==> config.mk <==
export PLATFORM = sky130hd
export DESIGN_NAME = cdb_wb_arbiter_flat
export DESIGN_NICKNAME = d
export VERILOG_FILES = /design/src/rtl/cdb_wb_arbiter_if.sv /design/src/rtl/cdb_wb_arbiter.sv /design/src/flat_wrapper.sv
export SDC_FILE = /design/constraint.sdc
export NUM_CORES = 2
export LEC_CHECK = 0
export CAP_MARGIN = 20
export CORE_UTILIZATION = 30
export DETAILED_ROUTE_END_ITERATION = 10
export GPL_TIMING_DRIVEN = 0
export PLACE_DENSITY = 0.61
export RECOVER_POWER = 50
export REMOVE_ABC_BUFFERS = 1
export SYNTH_ARGS = -nofsm -noshare
export SYNTH_HDL_FRONTEND = slang
export SYNTH_SLANG_ARGS = --single-unit
==> constraint.sdc <==
create_clock -name clk -period 11.2 [get_ports clk]
set_clock_uncertainty 0.1 [all_clocks]
set_input_delay 2.8 -clock clk [delete_from_list [all_inputs] [get_ports clk]]
set_output_delay 2.8 -clock clk [all_outputs]
set_load 0.05 [all_outputs]
==> src/rtl/cdb_wb_arbiter_if.sv <==
// Writeback bus bundle: ALU result slot, MEM writeback port, CDB broadcast and status.
// The arbiter connects through "slave"; the producing/consuming side uses "master".
interface cdb_wb_arbiter_if;
    logic         Valid_ALU_CDB;
    logic [7:0]   ActiveMask_ALU_CDB;
    logic [31:0]  Instr_ALU_CDB;
    logic [2:0]   WarpID_ALU_CDB;
    logic         RegWrite_ALU_CDB;
    logic [4:0]   Dst_ALU_CDB;
    logic [255:0] Dst_Data_ALU_CDB;

    logic         Valid_MEM_CDB;
    logic         Ready_CDB_MEM;
    logic [7:0]   ActiveMask_MEM_CDB;
    logic [31:0]  Instr_MEM_CDB;
    logic [2:0]   WarpID_MEM_CDB;
    logic         RegWrite_MEM_CDB;
    logic [4:0]   Dst_MEM_CDB;
    logic [255:0] Dst_Data_MEM_CDB;

    logic         Stall_CDB_OC;
    logic         Valid_CDB;
    logic [7:0]   ActiveMask_CDB;
    logic [31:0]  Instr_CDB;
    logic [2:0]   WarpID_CDB;
    logic         RegWrite_CDB;
    logic [4:0]   Dst_CDB;
    logic [255:0] Dst_Data_CDB;
    logic         Overflow_Err;

    modport slave (
        input  Valid_ALU_CDB, ActiveMask_ALU_CDB, Instr_ALU_CDB, WarpID_ALU_CDB,
               RegWrite_ALU_CDB, Dst_ALU_CDB, Dst_Data_ALU_CDB,
        input  Valid_MEM_CDB, ActiveMask_MEM_CDB, Instr_MEM_CDB, WarpID_MEM_CDB,
               RegWrite_MEM_CDB, Dst_MEM_CDB, Dst_Data_MEM_CDB,
        output Ready_CDB_MEM, Stall_CDB_OC,
        output Valid_CDB, ActiveMask_CDB, Instr_CDB, WarpID_CDB, RegWrite_CDB,
               Dst_CDB, Dst_Data_CDB, Overflow_Err
    );

    modport master (
        output Valid_ALU_CDB, ActiveMask_ALU_CDB, Instr_ALU_CDB, WarpID_ALU_CDB,
               RegWrite_ALU_CDB, Dst_ALU_CDB, Dst_Data_ALU_CDB,
        output Valid_MEM_CDB, ActiveMask_MEM_CDB, Instr_MEM_CDB, WarpID_MEM_CDB,
               RegWrite_MEM_CDB, Dst_MEM_CDB, Dst_Data_MEM_CDB,
        input  Ready_CDB_MEM, Stall_CDB_OC,
        input  Valid_CDB, ActiveMask_CDB, Instr_CDB, WarpID_CDB, RegWrite_CDB,
               Dst_CDB, Dst_Data_CDB, Overflow_Err
    );
endinterface

==> src/rtl/cdb_wb_arbiter.sv <==
// CDB writeback arbiter: buffers non-stallable ALU results in a FIFO and shares the
// single CDB with the MEM port, forcing a MEM grant after MEM_MAX_WAIT refusals.
module cdb_wb_arbiter #(
    parameter int ALU_FIFO_DEPTH = 4,
    parameter int MEM_MAX_WAIT   = 3
) (
    input logic             clk,
    input logic             rst,
    cdb_wb_arbiter_if.slave bus
);
    localparam int PTR_W = $clog2(ALU_FIFO_DEPTH);
    localparam int CNT_W = PTR_W + 1;
    localparam int STV_W = $clog2(MEM_MAX_WAIT + 1);
    localparam logic [CNT_W-1:0] DEPTH_C = CNT_W'(ALU_FIFO_DEPTH);
    localparam logic [CNT_W-1:0] STALL_C = CNT_W'(ALU_FIFO_DEPTH - 1);
    localparam logic [STV_W-1:0] MAXW_C  = STV_W'(MEM_MAX_WAIT);

    typedef struct packed {
        logic [7:0]   mask;
        logic [31:0]  instr;
        logic [2:0]   warp;
        logic         rw;
        logic [4:0]   dst;
        logic [255:0] data;
    } result_t;

    result_t              mem_q [ALU_FIFO_DEPTH];
    result_t              mem_d [ALU_FIFO_DEPTH];
    result_t              cdb_q, cdb_d;
    logic                 cdb_vld_q, cdb_vld_d;
    logic                 ovf_q, ovf_d;
    logic [CNT_W-1:0]     count_q, count_d;
    logic [PTR_W-1:0]     wr_ptr_q, wr_ptr_d;
    logic [PTR_W-1:0]     rd_ptr_q, rd_ptr_d;
    logic [STV_W-1:0]     starve_q, starve_d;

    result_t alu_res, mem_res;
    logic    alu_push, alu_pend, force_mem, grant_alu, grant_mem;
    logic    fifo_full, push_ok, push_drop;

    assign alu_res = '{mask: bus.ActiveMask_ALU_CDB, instr: bus.Instr_ALU_CDB,
                       warp: bus.WarpID_ALU_CDB, rw: bus.RegWrite_ALU_CDB,
                       dst: bus.Dst_ALU_CDB, data: bus.Dst_Data_ALU_CDB};
    assign mem_res = '{mask: bus.ActiveMask_MEM_CDB, instr: bus.Instr_MEM_CDB,
                       warp: bus.WarpID_MEM_CDB, rw: bus.RegWrite_MEM_CDB,
                       dst: bus.Dst_MEM_CDB, data: bus.Dst_Data_MEM_CDB};

    always_comb begin
        alu_push  = bus.Valid_ALU_CDB & bus.RegWrite_ALU_CDB;
        alu_pend  = (count_q != '0);
        force_mem = bus.Valid_MEM_CDB & (starve_q == MAXW_C);
        grant_alu = alu_pend & ~force_mem;
        grant_mem = bus.Valid_MEM_CDB & ~grant_alu;
        fifo_full = (count_q == DEPTH_C);
        // A simultaneous pop frees the head slot, so a push into a full FIFO is still safe.
        push_ok   = alu_push & (~fifo_full | grant_alu);
        push_drop = alu_push & fifo_full & ~grant_alu;
    end

    always_comb begin
        mem_d    = mem_q;
        wr_ptr_d = wr_ptr_q;
        rd_ptr_d = rd_ptr_q;
        count_d  = count_q;
        ovf_d    = ovf_q | push_drop;
        if (push_ok) begin
            mem_d[wr_ptr_q] = alu_res;
            wr_ptr_d        = wr_ptr_q + 1'b1;
        end
        if (grant_alu) begin
            rd_ptr_d = rd_ptr_q + 1'b1;
        end
        case ({push_ok, grant_alu})
            2'b10:   count_d = count_q + 1'b1;
            2'b01:   count_d = count_q - 1'b1;
            default: count_d = count_q;
        endcase
    end

    always_comb begin
        starve_d = '0;
        if (bus.Valid_MEM_CDB & ~grant_mem) begin
            starve_d = (starve_q == MAXW_C) ? starve_q : starve_q + 1'b1;
        end
    end

    // CDB fields hold when nothing is granted; only the valid bit drops.
    always_comb begin
        cdb_d     = cdb_q;
        cdb_vld_d = 1'b0;
        if (grant_alu) begin
            cdb_d     = mem_q[rd_ptr_q];
            cdb_vld_d = 1'b1;
        end else if (grant_mem) begin
            cdb_d     = mem_res;
            cdb_vld_d = 1'b1;
        end
    end

    always_ff @(posedge clk) begin
        mem_q <= mem_d;
    end

    always_ff @(posedge clk) begin
        if (rst) begin
            count_q   <= '0;
            wr_ptr_q  <= '0;
            rd_ptr_q  <= '0;
            starve_q  <= '0;
            cdb_q     <= '0;
            cdb_vld_q <= 1'b0;
            ovf_q     <= 1'b0;
        end else begin
            count_q   <= count_d;
            wr_ptr_q  <= wr_ptr_d;
            rd_ptr_q  <= rd_ptr_d;
            starve_q  <= starve_d;
            cdb_q     <= cdb_d;
            cdb_vld_q <= cdb_vld_d;
            ovf_q     <= ovf_d;
        end
    end

    assign bus.Ready_CDB_MEM  = grant_mem;
    assign bus.Stall_CDB_OC   = (count_q >= STALL_C);
    assign bus.Valid_CDB      = cdb_vld_q;
    assign bus.ActiveMask_CDB = cdb_q.mask;
    assign bus.Instr_CDB      = cdb_q.instr;
    assign bus.WarpID_CDB     = cdb_q.warp;
    assign bus.RegWrite_CDB   = cdb_q.rw;
    assign bus.Dst_CDB        = cdb_q.dst;
    assign bus.Dst_Data_CDB   = cdb_q.data;
    assign bus.Overflow_Err   = ovf_q;
endmodule
==> src/flat_wrapper.sv <==
// flat-port wrapper written by rule: the top's interface ports become plain ports
module cdb_wb_arbiter_flat 
#(
    parameter int ALU_FIFO_DEPTH = 4,
    parameter int MEM_MAX_WAIT   = 3
)
  (clk, rst, bus_Valid_ALU_CDB, bus_ActiveMask_ALU_CDB, bus_Instr_ALU_CDB, bus_WarpID_ALU_CDB, bus_RegWrite_ALU_CDB, bus_Dst_ALU_CDB, bus_Dst_Data_ALU_CDB, bus_Valid_MEM_CDB, bus_ActiveMask_MEM_CDB, bus_Instr_MEM_CDB, bus_WarpID_MEM_CDB, bus_RegWrite_MEM_CDB, bus_Dst_MEM_CDB, bus_Dst_Data_MEM_CDB, bus_Ready_CDB_MEM, bus_Stall_CDB_OC, bus_Valid_CDB, bus_ActiveMask_CDB, bus_Instr_CDB, bus_WarpID_CDB, bus_RegWrite_CDB, bus_Dst_CDB, bus_Dst_Data_CDB, bus_Overflow_Err);
  cdb_wb_arbiter_if bus_i ();
  input logic clk;
  input logic rst;
  input wire logic [$bits(bus_i.Valid_ALU_CDB)-1:0] bus_Valid_ALU_CDB;
  input wire logic [$bits(bus_i.ActiveMask_ALU_CDB)-1:0] bus_ActiveMask_ALU_CDB;
  input wire logic [$bits(bus_i.Instr_ALU_CDB)-1:0] bus_Instr_ALU_CDB;
  input wire logic [$bits(bus_i.WarpID_ALU_CDB)-1:0] bus_WarpID_ALU_CDB;
  input wire logic [$bits(bus_i.RegWrite_ALU_CDB)-1:0] bus_RegWrite_ALU_CDB;
  input wire logic [$bits(bus_i.Dst_ALU_CDB)-1:0] bus_Dst_ALU_CDB;
  input wire logic [$bits(bus_i.Dst_Data_ALU_CDB)-1:0] bus_Dst_Data_ALU_CDB;
  input wire logic [$bits(bus_i.Valid_MEM_CDB)-1:0] bus_Valid_MEM_CDB;
  input wire logic [$bits(bus_i.ActiveMask_MEM_CDB)-1:0] bus_ActiveMask_MEM_CDB;
  input wire logic [$bits(bus_i.Instr_MEM_CDB)-1:0] bus_Instr_MEM_CDB;
  input wire logic [$bits(bus_i.WarpID_MEM_CDB)-1:0] bus_WarpID_MEM_CDB;
  input wire logic [$bits(bus_i.RegWrite_MEM_CDB)-1:0] bus_RegWrite_MEM_CDB;
  input wire logic [$bits(bus_i.Dst_MEM_CDB)-1:0] bus_Dst_MEM_CDB;
  input wire logic [$bits(bus_i.Dst_Data_MEM_CDB)-1:0] bus_Dst_Data_MEM_CDB;
  output wire logic [$bits(bus_i.Ready_CDB_MEM)-1:0] bus_Ready_CDB_MEM;
  output wire logic [$bits(bus_i.Stall_CDB_OC)-1:0] bus_Stall_CDB_OC;
  output wire logic [$bits(bus_i.Valid_CDB)-1:0] bus_Valid_CDB;
  output wire logic [$bits(bus_i.ActiveMask_CDB)-1:0] bus_ActiveMask_CDB;
  output wire logic [$bits(bus_i.Instr_CDB)-1:0] bus_Instr_CDB;
  output wire logic [$bits(bus_i.WarpID_CDB)-1:0] bus_WarpID_CDB;
  output wire logic [$bits(bus_i.RegWrite_CDB)-1:0] bus_RegWrite_CDB;
  output wire logic [$bits(bus_i.Dst_CDB)-1:0] bus_Dst_CDB;
  output wire logic [$bits(bus_i.Dst_Data_CDB)-1:0] bus_Dst_Data_CDB;
  output wire logic [$bits(bus_i.Overflow_Err)-1:0] bus_Overflow_Err;
  assign bus_i.Valid_ALU_CDB = bus_Valid_ALU_CDB;
  assign bus_i.ActiveMask_ALU_CDB = bus_ActiveMask_ALU_CDB;
  assign bus_i.Instr_ALU_CDB = bus_Instr_ALU_CDB;
  assign bus_i.WarpID_ALU_CDB = bus_WarpID_ALU_CDB;
  assign bus_i.RegWrite_ALU_CDB = bus_RegWrite_ALU_CDB;
  assign bus_i.Dst_ALU_CDB = bus_Dst_ALU_CDB;
  assign bus_i.Dst_Data_ALU_CDB = bus_Dst_Data_ALU_CDB;
  assign bus_i.Valid_MEM_CDB = bus_Valid_MEM_CDB;
  assign bus_i.ActiveMask_MEM_CDB = bus_ActiveMask_MEM_CDB;
  assign bus_i.Instr_MEM_CDB = bus_Instr_MEM_CDB;
  assign bus_i.WarpID_MEM_CDB = bus_WarpID_MEM_CDB;
  assign bus_i.RegWrite_MEM_CDB = bus_RegWrite_MEM_CDB;
  assign bus_i.Dst_MEM_CDB = bus_Dst_MEM_CDB;
  assign bus_i.Dst_Data_MEM_CDB = bus_Dst_Data_MEM_CDB;
  assign bus_Ready_CDB_MEM = bus_i.Ready_CDB_MEM;
  assign bus_Stall_CDB_OC = bus_i.Stall_CDB_OC;
  assign bus_Valid_CDB = bus_i.Valid_CDB;
  assign bus_ActiveMask_CDB = bus_i.ActiveMask_CDB;
  assign bus_Instr_CDB = bus_i.Instr_CDB;
  assign bus_WarpID_CDB = bus_i.WarpID_CDB;
  assign bus_RegWrite_CDB = bus_i.RegWrite_CDB;
  assign bus_Dst_CDB = bus_i.Dst_CDB;
  assign bus_Dst_Data_CDB = bus_i.Dst_Data_CDB;
  assign bus_Overflow_Err = bus_i.Overflow_Err;
  cdb_wb_arbiter #(.ALU_FIFO_DEPTH(ALU_FIFO_DEPTH), .MEM_MAX_WAIT(MEM_MAX_WAIT)) u_core (.clk(clk), .rst(rst), .bus(bus_i));
endmodule
**Yosys cells after proc, flatten, opt, wreduce, memory -nomap -nowiden**

Cells that the tools add are included.

- Memories: 0
- Output and inout bits: 309
- Bits in registers: 1536
- Latch bits: 0
- ROM bits: 0
- Logic and storage cells: 82
- Input port bits: 614
- Memory bits (writable): 0

- Divide/modulo/power cells: 0
- Add/sub/neg operators: 5
- Multipliers: 0
- Order comparisons: 4
- Multiplexer cells: 11
- Bitwise gates (word level): 17
- Equal/unequal tests: 4
- Reduce and logical (&&, ||, !) cells: 5
- Shifts and indexed selects: 0

Operator list:

| kind | count |
|---|---|
| 2-to-1 mux 305 bit | 5 |
| bitwise mux 1220 bit | 1 |
| binary-select mux 305 bit (select 2 bit) | 1 |
| demux 305 bit (select 2 bit) | 1 |
| bitwise AND 1 bit | 8 |
| adder 2 x 1 -> 2 bit, second input constant | 3 |
| greater-or-equal comparator 3 bit, second input constant | 2 |
| NOT 2 -> 3 bit | 2 |
| one-hot mux 3 bit (2 select lines) | 1 |
| NOT 1 bit | 5 |
| equality test 2 bit, second input constant | 2 |
| nonzero test 2 bit | 2 |
| adder 3 x 1 -> 3 bit, second input constant | 1 |
| equality test 3 bit, second input constant | 1 |
| greater-or-equal comparator 3 x 2 -> 1 bit, second input constant | 1 |
| less-than comparator 3 x 1 -> 1 bit, second input constant | 1 |
| nonzero test 3 bit | 1 |
| subtractor 3 x 1 -> 3 bit, second input constant | 1 |
| equality test 2 x 1 -> 1 bit, second input constant | 1 |
| 2-to-1 mux 1 bit | 2 |
| bitwise OR 1 bit | 2 |
| OR reduction 2 bit | 1 |
| logical AND 1 bit | 1 |

**Depth between registers and ports, before layout**

- Word-level depth: 10
- Gate-level depth with buffers: 7
- Depth with buffers taken out: 7

**Worst setup path after synthesis**

Ideal clock, no wire load.

- Path kind: input port to flip-flop
- From: in bus_Valid_MEM_CDB
- To: reg u_core.mem_q[0] (netlist name) (enable)
- Setup time: 706 ps
- Path buffers: 0
- Data arrival time: 10273 ps
- Data required time: 10394 ps
- Setup slack: 122 ps
- Cell stages on the path: 3
- Path through: and3_1 > a21oi_1 > and2_1

- Word-level cells in the longest chain between the ends: 5

RTL lines:

| item | line | source |
|---|---|---|
| from (decl) | flat_wrapper.sv:18 | `input wire logic [$bits(bus_i.Valid_MEM_CDB)-1:0] bus_Valid_MEM_CDB;` |
| bitwise AND 1 bit | cdb_wb_arbiter.sv:51 | `force_mem = bus.Valid_MEM_CDB & (starve_q == MAXW_C);` |
| NOT 1 bit | cdb_wb_arbiter.sv:52 | `grant_alu = alu_pend & ~force_mem;` |
| bitwise AND 1 bit | cdb_wb_arbiter.sv:52 |  |
| bitwise OR 1 bit | cdb_wb_arbiter.sv:56 | `push_ok = alu_push & (~fifo_full \| grant_alu);` |
| bitwise AND 1 bit | cdb_wb_arbiter.sv:56 |  |
| to (signal assigned) | cdb_wb_arbiter.sv:101 | `mem_q <= mem_d;` |
| to (decl) | cdb_wb_arbiter.sv:27 | `result_t mem_q [ALU_FIFO_DEPTH];` |

No other way between the ends.
A chain may end at the register's enable or synchronous reset.

**Worst setup path in the final report**

- From: in bus_Valid_MEM_CDB
- To: out bus_Ready_CDB_MEM

- Word-level cells in the longest chain between the ends: 5

RTL lines:

| item | line | source |
|---|---|---|
| bitwise AND 1 bit | cdb_wb_arbiter.sv:51 |  |
| NOT 1 bit | cdb_wb_arbiter.sv:52 |  |
| bitwise AND 1 bit | cdb_wb_arbiter.sv:52 |  |
| NOT 1 bit | cdb_wb_arbiter.sv:53 | `grant_mem = bus.Valid_MEM_CDB & ~grant_alu;` |
| bitwise AND 1 bit (*) | cdb_wb_arbiter.sv:53 |  |
| to (decl) | flat_wrapper.sv:25 | `output wire logic [$bits(bus_i.Ready_CDB_MEM)-1:0] bus_Ready_CDB_MEM;` |

Mark *: on every way between the ends. The rest lies on a longest branch, timed or not.

==> flow_summary.ini <==
[floorplanning]
initial_core_util_pct = 30.3
pin_count = 923
die_width_um = 436
die_y_um = 436
row_count = 158
core_area_um2 = 186000
die_area_um2 = 190000

[setup_path]
required_ns = 8.30
r2r_cells = 5
startpoint = bus_Valid_MEM_CDB
cp-endpoint = bus_Ready_CDB_MEM
critPathKind = primary input to output pin
reg2reg_from = u_core.starve_q[0]
cp-start-kind = primary input
regToRegSetupSlack_ns = 4.93
worst-path-max-fanout = 42
worstPathArrival_ns = 6.64
worstSetupEndpointType = output pin
r2r-end = u_core.mem_q[460]

[place]
portBuffers = 922
gp_congestion = 0.817
hpwl_um = 99800

[outcome]
violations = capacitance limit, slew limit
status = finished with violations

[detailed_routing]
vias = 30700
viasPerCell = 4.76
drtIter0Drc = 1871
dr.pass1.iters = 5
wirelength_um = 149000
drc_errors = 0
wl_per_cell_um = 23.1
ant_nets = 0

[sta]
finalMaxSlewViolations = 595
hold_viol_final = 0
relSlewSlack_pct = -120
period_needed_ns = 9.54
holdWs_ns = 0.327
post-route-period-util_pct = 85.2
finalSetupViolations = 0
finalSetupTns_ns = 0
fmax_mhz = 105
worstMarginPinSlew_ns = 3.30
grt_setup_unrepaired = no

[clock_network]
cts_made_buffers = 168
cts_hold_buf = 0
cts_resized = 0
clock_latency_ns = 0.80
post-cts-setup-buffers = 0
cts_tree = yes
cts.sinks = 1536
cts-htree-levels = 4
path_clk_slew_ns = 0.06
cts-root-buf = clkbuf_16
clockBufferDepth = 3

[grt]
gr-usage-all-layers_pct = 15.4
grt_max_degree = 56
antenna_found_initial = 118
grt_pass1_wl_um = 216000
grt-ovfl-total = 0
grt_pass1_vias = 31500

[layout]
final_nets = 4387
fillCellCount = 16700
drive_above_1_share_pct = 16.5
postLayoutCoreUtil_pct = 40.4
area_delta_synth_final_pct = 33.4

[synth]
synth_top_cell_by_area = edfxtp_1
synthFlopType = edfxtp_1
avgSynthCellArea_um2 = 20.3
synth.distinct_cells = 38
synth.most_common_cell = edfxtp_1
async_flop_share_pct = 0
ys_ff_latch = 1536
synth_top_area_share_pct = 65.0
yosysSeqAreaShare_pct = 76.2
netlist_top_cells_count = 1,220 x edfxtp_1, 316 x dfxtp_1, 305 x mux4_2
netlist_area_um2 = 56400
synth_edf_count = 1220
postSynthCellCount = 2773
ys_warn_count = 0
ys_top_cells_by_area = edfxtp_1 65%, mux4_2 12%, dfxtp_1 11%, a221o_1 4.7%, nor2b_1 3.0%

[power_and_ir_drop]
power_density_nw_per_um2 = 250
p_leak_nw = 24.3
peakVddDrop_mv = 0.183

[hold_path]
hold_class = register to register

[run]
drv_cap = 18
-- where the power goes --
| part | switching (mW) | total, mW | leakage, nW | internal (mW) |
|---|---|---|---|---|
| Sequential | 0.331 | 7.08 | 13.7 | 6.75 |
| Combinational | 3.60 | 6.15 | 7.87 | 2.55 |
| Clock | 2.30 | 5.56 | 2.76 | 3.26 |
-- sequential cells by signal (all words and copies together) (netlist names), 2 cells and up --
name and flops:
u_core.starve_q 2, u_core.wr_ptr_q 2, u_core.bus.WarpID_CDB 3, u_core.bus.Instr_CDB 32, u_core.bus.Dst_Data_CDB 256, u_core.count_q 3
u_core.bus.Dst_CDB 5, u_core.bus.ActiveMask_CDB 8, u_core.rd_ptr_q 2, u_core.mem_q 1220
-- logic make-up after synthesis --
| family | Yosys count | share of synthesized area (%) |
|---|---|---|
| AOI/OAI and AO/OA | 351 | 5.67 |
| xor gates and xnor gates | 3 | 0.0466 |
| DFF | 1536 | 76.2 |
| adders and majority gates | 6 | 0.146 |
| muxes | 309 | 12.3 |
| and+or+nand+nor | 381 | 3.89 |
| buffers and inverters | 187 | 1.78 |
-- cells in the final DEF, fill, tap and decap left out, types with 2 or more instances in the layout --
master / count
xor2_1: 2
dlygate4sd3_1: 307
bufinv_16: 10
buf_16: 39
clkinv_4: 3
buf_12: 18
dfxtp_4: 2
inv_1: 4
clkinv_8: 4
and2_0: 4
a211oi_1: 40
inv_6: 9
clkdlybuf4s50_1: 614
dfxtp_1: 314
clkinv_2: 24
diode_2: 47
inv_4: 2
edfxtp_1: 1220
nor2_1: 54
nand3_1: 42
clkinvlp_4: 4
buf_8: 16
mux2_1: 3
nor2_4: 2
clkinv_16: 4
a221o_1: 265
mux4_2: 305
clkbuf_1: 57
a21oi_1: 41
clkbuf_16: 175
nand2_1: 2
ha_1: 5
clkinv_1: 15
clkbuf_2: 2
clkbuf_8: 20
nor2b_1: 266
-- per-layer routing --
layer	routed length (um)	vias up	global-route usage [%]
li1	-	13600	-
met1	58800	15700	18.4
met2	75700	896	25.9
met3	8280	381	4.05
met4	5950	40	6.90
met5	256	-	0
-- worst max-delay path, cell delays in order --
cell	delay, ns
dlygate4sd3_1	0.78
nand2_1	0.77
buf_12	0.45
nand2_2	0.71
and2_1	0.23
clkdlybuf4s50_1	0.80
-- layout make-up --
class	instances	area (um^2)	share of cell area [%]
Antenna cell	47	118	0.156
Clock buffer	242	4840	6.43
Clock inverter	75	810	1.08
Inverter	4	15.0	0.0200
Multi-Input combinational cell	1050	12400	16.5
Sequential cell	1536	43000	57.1
Tap cell	2480	3100	4.13
Timing Repair Buffer	1007	10900	14.5
-- stage by stage --
stage / total power [mW] / area, um^2 / setup WS [ns] / std cells
5_1_grt: 19.6 / 75200 / 1.51 / 6432
3_3_place_gp: 14.4 / 67700 / -12.25 / 5992
3_5_place_dp: 13.5 / 69700 / 2.11 / 6077
4_1_cts: 19.1 / 75400 / 2.09 / 6394
6_report: 18.8 / 75200 / 1.66 / 6441
2_1_floorplan: 11.9 / 55400 / -2.76 / 2590
-- how the worst min path moves through the flow --
stage | startpoint | end | slack, ns | depth (start not counted)
after floorplan | u_core.starve_q[0] | u_core.starve_q[0] | 0.31 | 1
after global placement | u_core.starve_q[0] | u_core.starve_q[0] | 0.31 | 1
after detailed placement | u_core.starve_q[0] | u_core.starve_q[0] | 0.33 | 1
after CTS | u_core.starve_q[0] | u_core.starve_q[0] | 0.33 | 1
after global routing | u_core.starve_q[0] | u_core.starve_q[0] | 0.37 | 1
final | u_core.starve_q[0] | u_core.starve_q[0] | 0.33 | 1
Note: power is estimated with default switching activity, not from simulation.
